==> src/rtl/sprite_compositor.sv <==
// Sprite compositor: double-buffered 8-entry descriptor table plus a 3-stage
// per-pixel hit/priority/ROM-address pipeline. Define SPRITE_HFLIP_EN to honour descriptor bit 26.
module sprite_compositor #(
  parameter int N_SPRITES  = 8,
  parameter int SPR_W      = 32,
  parameter int SPR_H      = 32,
  parameter int SHEET_COLS = 8,
  parameter int ROM_AW     = 16
) (
  input  logic              clk,
  input  logic              reset,
  input  logic              we,
  input  logic [2:0]        addr,
  input  logic [31:0]       dina,
  input  logic              frame_sync,
  input  logic              pix_valid,
  input  logic [9:0]        pix_x,
  input  logic [9:0]        pix_y,
  output logic              out_valid,
  output logic              out_hit,
  output logic [2:0]        out_id,
  output logic              out_multi,
  output logic [ROM_AW-1:0] rom_addr,
  output logic              frame_overlap
);

  localparam int DXW     = $clog2(SPR_W);
  localparam int DYW     = $clog2(SPR_H);
  localparam int SHEET_W = SHEET_COLS * SPR_W;

  logic [31:0] shadow [N_SPRITES];
  logic [31:0] active [N_SPRITES];

  // Writers only ever touch the shadow copy; a simultaneous write is folded into the frame copy.
  always_ff @(posedge clk or negedge reset) begin
    if (!reset) begin
      for (int i = 0; i < N_SPRITES; i++) begin
        shadow[i] <= '0;
        active[i] <= '0;
      end
    end else begin
      if (we)
        shadow[addr] <= dina;
      if (frame_sync) begin
        for (int i = 0; i < N_SPRITES; i++)
          active[i] <= shadow[i];
        if (we)
          active[addr] <= dina;
      end
    end
  end

  logic unused_desc;
  always_comb begin
    unused_desc = 1'b0;
    for (int i = 0; i < N_SPRITES; i++) begin
      unused_desc = unused_desc ^ (^active[i][30:27]);
`ifndef SPRITE_HFLIP_EN
      unused_desc = unused_desc ^ active[i][26];
`endif
    end
  end

  logic [N_SPRITES-1:0] hit_vec;
  always_comb begin
    hit_vec = '0;
    for (int i = 0; i < N_SPRITES; i++)
      hit_vec[i] = active[i][31] &&
                   ({1'b0, pix_x} >= {1'b0, active[i][25:16]}) &&
                   ({1'b0, pix_x} <  ({1'b0, active[i][25:16]} + 11'(SPR_W))) &&
                   ({1'b0, pix_y} >= {1'b0, active[i][15:6]}) &&
                   ({1'b0, pix_y} <  ({1'b0, active[i][15:6]} + 11'(SPR_H)));
  end

  // S1 snapshots per-entry offsets and attributes so a later table copy cannot leak into an in-flight query.
  logic                 s1_valid;
  logic [N_SPRITES-1:0] s1_hit;
  logic [DXW-1:0]       s1_dx  [N_SPRITES];
  logic [DYW-1:0]       s1_dy  [N_SPRITES];
  logic [2:0]           s1_row [N_SPRITES];
  logic [2:0]           s1_col [N_SPRITES];
`ifdef SPRITE_HFLIP_EN
  logic [N_SPRITES-1:0] s1_flip;
`endif

  always_ff @(posedge clk or negedge reset) begin
    if (!reset) begin
      s1_valid <= 1'b0;
      s1_hit   <= '0;
      for (int i = 0; i < N_SPRITES; i++) begin
        s1_dx[i]  <= '0;
        s1_dy[i]  <= '0;
        s1_row[i] <= '0;
        s1_col[i] <= '0;
      end
`ifdef SPRITE_HFLIP_EN
      s1_flip <= '0;
`endif
    end else begin
      s1_valid <= pix_valid;
      s1_hit   <= hit_vec;
      for (int i = 0; i < N_SPRITES; i++) begin
        s1_dx[i]  <= pix_x[DXW-1:0] - active[i][16 +: DXW];
        s1_dy[i]  <= pix_y[DYW-1:0] - active[i][6 +: DYW];
        s1_row[i] <= active[i][5:3];
        s1_col[i] <= active[i][2:0];
`ifdef SPRITE_HFLIP_EN
        s1_flip[i] <= active[i][26];
`endif
      end
    end
  end

  logic [2:0] win_id;
  logic       any_hit;
  logic       multi;
  always_comb begin
    int cnt;
    cnt     = 0;
    win_id  = '0;
    any_hit = 1'b0;
    for (int i = N_SPRITES - 1; i >= 0; i--) begin
      if (s1_hit[i]) begin
        win_id  = 3'(i);
        any_hit = 1'b1;
        cnt++;
      end
    end
    multi = (cnt > 1);
  end

  logic           s2_valid;
  logic           s2_hit;
  logic [2:0]     s2_id;
  logic           s2_multi;
  logic [DXW-1:0] s2_dx;
  logic [DYW-1:0] s2_dy;
  logic [2:0]     s2_row;
  logic [2:0]     s2_col;
`ifdef SPRITE_HFLIP_EN
  logic           s2_flip;
`endif

  // Misses carry all-zero fields so S3 produces the zero miss result without extra muxing.
  always_ff @(posedge clk or negedge reset) begin
    if (!reset) begin
      s2_valid <= 1'b0;
      s2_hit   <= 1'b0;
      s2_id    <= '0;
      s2_multi <= 1'b0;
      s2_dx    <= '0;
      s2_dy    <= '0;
      s2_row   <= '0;
      s2_col   <= '0;
`ifdef SPRITE_HFLIP_EN
      s2_flip  <= 1'b0;
`endif
    end else begin
      s2_valid <= s1_valid;
      s2_hit   <= any_hit;
      s2_id    <= win_id;
      s2_multi <= multi;
      s2_dx    <= any_hit ? s1_dx[win_id]  : '0;
      s2_dy    <= any_hit ? s1_dy[win_id]  : '0;
      s2_row   <= any_hit ? s1_row[win_id] : '0;
      s2_col   <= any_hit ? s1_col[win_id] : '0;
`ifdef SPRITE_HFLIP_EN
      s2_flip  <= any_hit && s1_flip[win_id];
`endif
    end
  end

  logic [DXW-1:0]    dx_eff;
  logic [ROM_AW-1:0] rom_next;
  always_comb begin
`ifdef SPRITE_HFLIP_EN
    dx_eff = s2_flip ? DXW'(SPR_W - 1) - s2_dx : s2_dx;
`else
    dx_eff = s2_dx;
`endif
    rom_next = ROM_AW'((32'(s2_row) * SPR_H + 32'(s2_dy)) * SHEET_W
                       + 32'(s2_col) * SPR_W + 32'(dx_eff));
  end

  always_ff @(posedge clk or negedge reset) begin
    if (!reset) begin
      out_valid <= 1'b0;
      out_hit   <= 1'b0;
      out_id    <= '0;
      out_multi <= 1'b0;
      rom_addr  <= '0;
    end else begin
      out_valid <= s2_valid;
      if (s2_valid) begin
        out_hit   <= s2_hit;
        out_id    <= s2_hit ? s2_id : 3'd0;
        out_multi <= s2_multi;
        rom_addr  <= s2_hit ? rom_next : '0;
      end
    end
  end

  // A multi result visible during the frame_sync cycle is charged to the frame that is starting.
  logic overlap_sticky;
  always_ff @(posedge clk or negedge reset) begin
    if (!reset) begin
      overlap_sticky <= 1'b0;
      frame_overlap  <= 1'b0;
    end else if (frame_sync) begin
      frame_overlap  <= overlap_sticky;
      overlap_sticky <= out_valid && out_multi;
    end else if (out_valid && out_multi) begin
      overlap_sticky <= 1'b1;
    end
  end

endmodule

==> config.mk <==
export PLATFORM = sky130hd
export DESIGN_NAME = sprite_compositor
export DESIGN_NICKNAME = d
export VERILOG_FILES = /design/src/rtl/sprite_compositor.sv
export SDC_FILE = /design/constraint.sdc
export NUM_CORES = 1
export LEC_CHECK = 0
export CAP_MARGIN = 15
export CORE_MARGIN = 5
export CORE_UTILIZATION = 60
export CTS_CLUSTER_DIAMETER = 40
export DETAILED_ROUTE_END_ITERATION = 8
export HOLD_SLACK_MARGIN = 0.03
export PLACE_DENSITY = 0.85
export SYNTH_ARGS = -nofsm -noshare
export SYNTH_HDL_FRONTEND = slang
export SYNTH_SLANG_ARGS = --single-unit
==> constraint.sdc <==
create_clock -name clk -period 4.79 [get_ports clk]
set_input_delay 0.479 -clock clk [delete_from_list [all_inputs] [get_ports clk]]
set_output_delay 0.479 -clock clk [all_outputs]
set_load 0.02 [all_outputs]
; ---- Yosys cells after proc, flatten, opt, wreduce, memory -nomap -nowiden
; Cells that the tools add are included.
[op_classes]
mux = 48
reduce_logical = 35
add_sub_neg = 42
order_cmp = 36
bitwise = 2
[op_table]
columns = operator, n
row1 = $bwmux W256, 1
row2 = $mux W256, 1
row3 = $mux W32, 8
row4 = $add A32 B2 Y32 const B, 7
row5 = $add A10 B6 Y11 const B, 16
row6 = $lt A10 B11 Y1, 16
row7 = $ge A10 B10 Y1, 16
row8 = $demux W32 S3, 1
row9 = $sub A5 B5 Y5, 16
row10 = $mux W3, 15
row11 = $logic_and A1 B1 Y1, 34
row12 = $gt A32 B2 Y1 const B, 1
row13 = $bmux W5 S3, 2
row14 = $mux W5, 6
row15 = $bmux W3 S3, 2
row16 = $add A16 B5 Y16, 1
row17 = $add A16 B8 Y16, 1
row18 = $mux W16, 1
row19 = $mux W1, 11
row20 = $add A8 B5 Y8, 1
row21 = $ge A4 B4 Y1 const B, 2
row22 = $not A3 Y4, 2
row23 = $lt A4 B1 Y1 const B, 1
row24 = $reduce_bool A2 Y1, 1
[word_totals]
register_bits = 695
out_inout_bits = 23
input_bits = 60

; ---- Logic depth before layout (Yosys ltp)
; Gate-level depths: netlist of run 1.
[depth]
depth_word = 16
ltp_mapped = 20
ltp_nobuf = 20

; ---- Least setup slack after synthesis of run 1
; No wires, ideal clock.
[synth_path]
path_kind = reg2reg
start = register s1_hit[6]
end = register s2_multi
synth_period_minus_slack_ns = 4.008
required_time_ns = 4.662
arrival_time_ns = 3.879
setup_time_ns = 0.128
stages_incl_launch_ff = 21
path_slack_ns = 0.782
n_path_buf = 0
path_cell_list = dfrtp_1 inv_1 ha_1 nand2b_1 mux2_1 and2_1 inv_1 ha_1 nand2_1 o21ai_1 ha_1 o22ai_1 a31oi_2 ha_1 mux2_1 ha_1 nand2_1 maj3_1 nor2_1 a211oi_2 nand3_1
[synth_between]
elab_chain_len = 14
[synth_lines]
columns = element, line
row1 = from (decl), 77  ; logic [N_SPRITES-1:0] s1_hit;
row2 = from (signal assigned), 101  ; s1_hit <= hit_vec;
row3 = $mux W32 (*), 123  ; if (s1_hit[i]) begin
row4 = $add A32 B2 Y32, 126  ; cnt++;
row5 = $mux W32 (*), 123
row6 = $add A32 B2 Y32, 126
row7 = $mux W32 (*), 123
row8 = $add A32 B2 Y32, 126
row9 = $mux W32 (*), 123
row10 = $add A32 B2 Y32, 126
row11 = $mux W32 (*), 123
row12 = $add A32 B2 Y32, 126
row13 = $mux W32 (*), 123
row14 = $add A32 B2 Y32, 126
row15 = $mux W32 (*), 123
row16 = $gt A32 B2 Y1 (*), 129  ; multi = (cnt > 1);
row17 = via multi, 116  ; logic multi;
row18 = to (signal assigned), 162  ; s2_multi <= multi;
row19 = to (decl), 135  ; logic s2_multi;
; The timed path passes the listed nets; every way through them passes the cells marked *.
; A chain may end at the register's enable or synchronous reset.

; ---- Worst setup path in the final report of run 1
; Same ends and word-level chain as after synthesis.

==> summary.txt, run 1 <==
Status
  – Outcome: completed

STA
  – Final Max Tran Viols: 0
  – Minimum clock period after layout: 4.50 ns
  – Fin crit share: 94.0%
  – RSZ-0062 raised after global routing: no
  – Final hold violations: 0
  – Finish-stage setup viols: 0
  – Fmax: 222 MHz
  – Relative slew slack: 25.7%
  – Worst-Margin Slew: 1.11 ns
  – Worst clock skew: 0.0221 ns
  – Final WS setup: 0.290 ns
  – Total Neg Setup Slack: 0 ns

Yosys
  – Mapped Avg Cell Area: 11.9 um^2
  – Syn. warnings: 0
  – Top_reg_cell synth: dfrtp_1
  – Yosys cell types: 76
  – Sequential share of the synthesized area: 51.1%
  – Yosys reg bits: 615
  – Post-synthesis async set-or-reset flop share: 100%
  – Net Count, Synth: 2,874
  – Yosys top cell by area: dfrtp_1
  – Top cell type's share of synthesized area: 51.1%
  – Synth Instances: 2,533
  – Largest cells by area after synthesis: dfrtp_1, ha_1, mux2_2, o21ai_0, inv_1
  – Syn Std Cell Area: 30,100 um^2
  – EDFF count, synth: 0

Layout
  – Fillers: 3,236
  – Register Area: 15,400 um^2
  – Post-Route Utilization: 69.4%
  – Layout cells sized above 1: 18.9%
  – Fin nets: 2,991
  – Post-layout instance area: 34,700 um^2
  – Synth-to-Final Area Change: 15.0%
  – Area of the multi-input gates: 13,500 um^2

Global route
  – Overflow after GRT: 0
  – Number of global-route vias before repair: 22,000
  – Initial antenna violation count: 2
  – First-pass GRT wire length: 117,000 um
  – Pin count of the biggest net entering global routing: 136
  – GRT Resource Usage Total: 27.2%

Clocking
  – Post-CTS Resized: 0
  – CTS tree: yes
  – Root Driver: clkbuf_16
  – Clk_lat worst skew: 0.62 ns
  – Clock sinks: 615
  – Clock transition at the registers of the reported paths: 0.06 ns
  – Clock Path Buffers: 3
  – Total CTS buffers: 87
  – CTS H-tree lvls: 3

Floorplan
  – Starting Density: 60.3%
  – Die H: 234 um
  – I/O pin count: 83
  – Num rows: 82
  – Die W: 234 um
  – Core area: 50,000 um^2
  – Die Area: 54,800 um^2

Power
  – Pwr dens: 519 nW/um^2
  – Leakage: 15.9 nW
  – VDD IR max: 0.258 mV

Worst setup path
  – Critical path arrival: 4.99 ns
  – Worst R2R Setup Slack: 0.29 ns
  – End of the critical path: s2_multi$_DFF_PN0_
  – Crit path capture type: flop
  – RR Startpoint: s1_hit[6]$_DFF_PN0_
  – Slowest-stage cell, CP: ha_1
  – Crit. Startpoint: s1_hit[6]$_DFF_PN0_
  – Worst setup SP type: flop
  – WS Path Type: flop to flop
  – Critical Path RT: 5.28 ns
  – Crit path max fanout: 7
  – Max incr delay on CP: 0.44 ns
  – Register-to-Register Path Depth: 20
  – CP most frequent cell: ha_1
  – CP Cell Sequence: inv_1 -> ha_1 -> nand2b_1 -> mux2_1 -> and2_1 -> inv_1 -> ha_1 -> nand2_1 -> o21ai_1 -> ha_1 -> o22ai_1 -> a31oi_2 -> ha_1 -> mux2_1 -> ha_1 -> nand2_1 -> maj3_1 -> nor2_1 -> a211oi_2 -> nand3_1
  – R2R Path End: s2_multi$_DFF_PN0_

Place
  – Pre-CTS setup slack: 0.361 ns
  – IO Port Bufs: 77
  – Post-DP Area: 31,700 um^2
  – Placer Congestion: 0.867
  – Post-DP HPWL: 46,200 um

Routing
  – DRC viols: 0
  – DRT iter0 DRCs: 1,643
  – Avg Vias per Cell: 6.01
  – Avg WL per Cell: 21.4 um
  – Vias: 20,400
  – Routed Antenna Nets: 0
  – TritonRoute pass-1 iters: 6
  – DRT Wirelength: 72,700 um

Min path
  – HP Class: input pin to flop
  – Hold wc startpoint: pix_valid

Job
  – Total of max-cap violations: 0
==> kinds of logic (layout without fill, tap and decap cells) <==
logic type               Yosys count  after routing  share of synthesized area [%]
flip-flops                       615            615                           51.1
AO/OA/AOI/OAI                    462            462                           9.66
AND/OR/NAND/NOR                  411            411                           6.42
multiplexers                     343            343                           13.4
buffers and inverters            317            503                           4.27
adder cells (fa/ha/maj)          282            282                           12.1
XOR/XNOR                         103            103                           3.14
other                              0              2                              0
==> cell usage after synthesis (17+ instances only) <==
library cell,number
ha_1,265
mux2_1,33
nor2b_1,37
nor2_1,67
o22ai_1,27
o21a_1,30
mux2i_1,17
clkbuf_1,54
buf_2,20
nand2_1,178
mux2_2,276
xnor2_1,93
o21ai_0,215
a21oi_1,45
nand3_1,59
a211oi_1,39
inv_1,231
dfrtp_1,615
nand4_1,21
a21o_1,27
==> timing repair <==
action | 4_1_cts | 5_1_grt
hold buffers | 1 | 0
setup buffers | 0 | 0
endpoints found under the hold margin | 112 | 0
==> flip-flops by register name, indices dropped and copies added, names as in the netlist, 8 cells and up <==
signal,count
rom_addr,16
s1_hit,8
s1_row,24
s1_dx,40
shadow,216
s1_dy,40
active,216
s1_col,24
==> critical path, delay by kind of cell (launching register included) <==
family / cells / cell delay (ns)
AND/OR/NAND/NOR: 6 / 0.78
multiplexers: 2 / 0.68
adder cells (fa/ha/maj): 6 / 1.82
buffers and inverters: 2 / 0.16
AO/OA/AOI/OAI: 4 / 0.54
flip-flops: 1 / 0.39
==> how the worst min path moves through the flow <==
| stage | end | slack, ns | cells after the start |
|---|---|---|---|
| floorplan | active[0]$_DFFE_PN0P_ | 0.18 | 0 |
| global placement | s2_valid$_DFF_PN0_ | 0.35 | 0 |
| detailed placement | s2_valid$_DFF_PN0_ | 0.35 | 0 |
| CTS | s1_valid$_DFF_PN0_ | 0.30 | 1 |
| global route | s1_valid$_DFF_PN0_ | 0.33 | 1 |
| finish | s1_valid$_DFF_PN0_ | 0.33 | 1 |
==> power breakdown <==
part           internal (mW)  switching [mW]  total [mW]
sequential              6.49           0.609        7.10
combinational           2.06            2.52        4.58
clock                   3.82            2.49        6.32
total                   12.4            5.62        18.0
==> layout make-up <==
type	count	area share [%]
Antenna cell	2	0.0144
Sequential cell	615	44.4
Timing Repair Buffer	113	3.26
Clock inverter	49	1.38
Inverter	232	2.51
Tap cell	672	2.43
Multi-Input combinational cell	1601	39.0
Clock buffer	109	7.02
==> per-layer routing <==
metal | vias up | global-route usage (%) | part of all wire (%)
met2 | 736 | 45.3 | 49
met4 | 0 | 12.0 | 4.0
li1 | 9110 | - | -
met5 | - | 0 | 0
met1 | 10300 | 35.5 | 41
met3 | 222 | 4.29 | 5.9
==> placed cells by master (no fill, tap or decap), types with 7 or more instances in the layout <==
cell             instances
a211oi_1                39
mux4_2                  16
o22ai_1                 27
clkbuf_1                 8
mux2_2                 276
mux2i_1                 17
fa_1                    16
clkinv_2                12
nor2_1                  67
nand2_1                178
xnor2_1                 93
clkbuf_16               90
nand3_1                 59
nor2b_1                 37
o21a_1                  30
dfrtp_1                615
a31oi_1                 10
inv_6                    9
xor2_1                   7
nor3_1                  15
ha_1                   265
clkinvlp_4               7
clkbuf_8                11
o211ai_1                 7
a211oi_2                 9
a21oi_1                 45
nand4_1                 21
buf_4                   29
mux2_1                  33
a21o_1                  27
o2111ai_1               14
nor4_1                   7
clkinv_4                11
clkdlybuf4s50_1         75
inv_1                  231
o21ai_0                215
==> per-stage QoR <==
step,instances,hold slack (ns),power (mW)
floorplan,2533,0.183,10.1
detailed placement,3232,0.352,11.6
global route,3393,0.329,18.9
CTS,3391,0.298,18.0
global placement,3232,0.346,11.2
finish,3393,0.326,18.0
Note: power is estimated with default switching activity, not from simulation.
==> run 2: changes to the inputs <==
--- a/config.mk
+++ b/config.mk
@@ -12,6 +12,7 @@
 export DETAILED_ROUTE_END_ITERATION = 8
 export HOLD_SLACK_MARGIN = 0.03
 export PLACE_DENSITY = 0.85
+export REMOVE_ABC_BUFFERS = 1
 export SYNTH_ARGS = -nofsm -noshare
 export SYNTH_HDL_FRONTEND = slang
 export SYNTH_SLANG_ARGS = --single-unit
==> constraint.sdc (replaced) <==
create_clock -name clk -period 4.66 [get_ports clk]
set_input_delay 0.466 -clock clk [delete_from_list [all_inputs] [get_ports clk]]
set_output_delay 0.466 -clock clk [all_outputs]
set_load 0.02 [all_outputs]
==> run 2 against run 1 <==
  * Global-route usage is 0.39 points lower
  * Register-to-register slack worse by 0.05 ns
  * Routed wire length is 0.96% lower
  * Largest cell class unchanged
==> summary.txt, run 2 (same netlist as run 1, synthesis figures left out) <==
Status
  – Outcome: completed

STA
  – Worst clock skew: 0.0219 ns (-0.000248 ns)
  – Final hold violations: 0 (unchanged)
  – Worst-Margin Slew: 1.16 ns (+0.0436 ns)
  – Finish-stage setup viols: 0 (unchanged)
  – RSZ-0062 raised after global routing: no
  – Relative slew slack: 22.8% (-2.9 points)
  – Fmax: 226 MHz (+1.8%)
  – Final Max Tran Viols: 0 (unchanged)
  – Final WS setup: 0.239 ns (-0.0508 ns)
  – Fin crit share: 94.9% (+0.92 points)
  – Minimum clock period after layout: 4.42 ns (-0.0792 ns)
  – Total Neg Setup Slack: 0 ns (unchanged)

Clocking
  – CTS H-tree lvls: 3 (unchanged)
  – Clock Path Buffers: 3 (unchanged)
  – Clock sinks: 615 (unchanged)
  – Root Driver: clkbuf_16
  – Total CTS buffers: 71 (-18%)
  – CTS tree: yes
  – Clk_lat worst skew: 0.60 ns (-0.02 ns)
  – Post-CTS Resized: 0 (unchanged)
  – Clock transition at the registers of the reported paths: 0.06 ns (about the same)

Place
  – Placer Congestion: 0.902 (+4.0%)
  – Post-DP HPWL: 46,500 um (+0.72%)
  – Pre-CTS setup slack: 0.319 ns (-0.0424 ns)
  – IO Port Bufs: 77 (unchanged)

Worst setup path
  – Register-to-Register Path Depth: 20 (unchanged)
  – Largest delay contributor family on the critical path: adder cells
  – Slowest-stage cell, CP: ha_1
  – R2R Path End: s2_multi$_DFF_PN0_
  – CP bufs+invs: 2 (unchanged)
  – WS Path Type: flop to flop
  – Crit path max fanout: 7 (unchanged)
  – CP Cell Sequence: inv_1 -> ha_1 -> nand2b_1 -> mux2_1 -> and2_1 -> inv_1 -> ha_1 -> nand2_1 -> o21ai_1 -> ha_1 -> o22ai_1 -> a31oi_2 -> ha_1 -> mux2_1 -> ha_1 -> nand2_1 -> maj3_1 -> nor2_1 -> a211oi_2 -> nand3_1
  – Critical Path RT: 5.14 ns (-0.14 ns)
  – Worst R2R Setup Slack: 0.24 ns (-0.05 ns)
  – Max incr delay on CP: 0.44 ns (about the same)
  – Critical path arrival: 4.90 ns (-0.09 ns)
  – Worst setup SP type: flop
  – RR Startpoint: s1_hit[6]$_DFF_PN0_
  – Crit. Startpoint: s1_hit[6]$_DFF_PN0_
  – CP most frequent cell: ha_1
  – Crit path capture type: flop

Routing
  – DRC viols: 0 (unchanged)
  – Vias: 20,200 (-0.95%)
  – Avg WL per Cell: 21.4 um (+0.11%)
  – Routed Antenna Nets: 0 (unchanged)
  – Avg Vias per Cell: 6.01 (+0.11%)
  – DRT Wirelength: 72,000 um (-0.96%)
  – DRT iter0 DRCs: 1,651 (+0.49%)
  – TritonRoute pass-1 iters: 5 (-1)

Global route
  – First-pass GRT wire length: 116,000 um (-0.94%)
  – Number of global-route vias before repair: 21,700 (-1.6%)
  – Overflow after GRT: 0 (unchanged)
  – Initial antenna violation count: 0 (-2)
  – GRT Resource Usage Total: 26.8% (-0.39 points)
  – Pin count of the biggest net entering global routing: 161 (+18%)

Layout
  – Commonest cells after routing, fill and taps aside: dfrtp_1, mux2_2, ha_1
  – Fin nets: 2,975 (-0.53%)
  – ANT cells: 0 (-2)
  – Layout cells sized above 1: 17.8% (-1.0 points)
  – Synth-to-Final Area Change: 13.3%
  – Most common cell after layout, fill and taps aside: dfrtp_1
  – Regs by FF count: active (216), shadow (216)

Floorplan
  – Num rows: 82 (unchanged)
  – Die W: 234 um (unchanged)
  – Starting Density: 60.3% (unchanged)
  – Die Area: 54,800 um^2 (unchanged)
  – Die H: 234 um (unchanged)
  – Core area: 50,000 um^2 (unchanged)
  – I/O pin count: 83 (unchanged)

Min path
  – HP Class: input pin to flop
  – Worst hold stages: 1 (unchanged)
  – Hold wc startpoint: pix_valid
  – Hold Path End: s1_valid$_DFF_PN0_

Job
  – Total of max-cap violations: 0 (unchanged)

Power
  – VDD IR max: 0.272 mV (+5.3%)
  – Leakage: 15.6 nW (-1.6%)
  – Pwr dens: 516 nW/um^2 (-0.57%)
run 2: per-layer routing:
metal / track usage (%) / up-vias / share of wire (%)
li1: - / 9051 / -
met1: 35.1 / 10300 / 42
met2: 45.2 / 630 / 50
met3: 3.80 / 182 / 4.9
met4: 11.1 / 0 / 3.7
met5: 0 / - / 0
run 2: how the worst max path moves through the flow:
stage                          endpoint  slack [ns]  cells after the start
global route         s2_multi$_DFF_PN0_        0.03                     20
global placement     s2_multi$_DFF_PN0_        0.43                     20
CTS                  s2_multi$_DFF_PN0_        0.26                     20
finish               s2_multi$_DFF_PN0_        0.24                     20
detailed placement   s2_multi$_DFF_PN0_        0.32                     20
floorplan           dx_eff[0]$_DFF_PN0_        0.43                      8
run 2: what timing repair did:
action / CTS / global route
buffers inserted: 0 / 0
hold buffers: 1 / 0
hold endpoints to repair: 103 / 0
run 2: final cells by class:
class | count | area, um^2
Clock buffer | 92 | 2030
Clock inverter | 32 | 342
Fill cell | 3253 | 15800
Inverter | 232 | 871
Multi-Input combinational cell | 1601 | 13500
Sequential cell | 615 | 15400
Tap cell | 672 | 841
Timing Repair Buffer | 113 | 1160
run 2: where the power goes:
part,switching (mW),leakage (nW),total [mW],internal (mW)
Clock,2.24,1.16,5.61,3.37
Combinational,2.62,6.96,4.74,2.12
Sequential,0.619,7.51,7.29,6.67
run 2: metrics by stage:
stage / utilization (%) / hold slack, ns / total power, mW / cells / cell area, um^2
3_5_place_dp: 63.5 / 0.345 / 11.9 / 3231 / 31700
4_1_cts: 68.3 / 0.303 / 17.7 / 3356 / 34100
2_1_floorplan: - / 0.170 / 10.3 / 2448 / 29700
3_3_place_gp: 63.5 / 0.345 / 11.6 / 3231 / 31700
6_report: 68.3 / 0.323 / 17.6 / 3357 / 34100
5_1_grt: 68.3 / 0.321 / 18.5 / 3357 / 34100
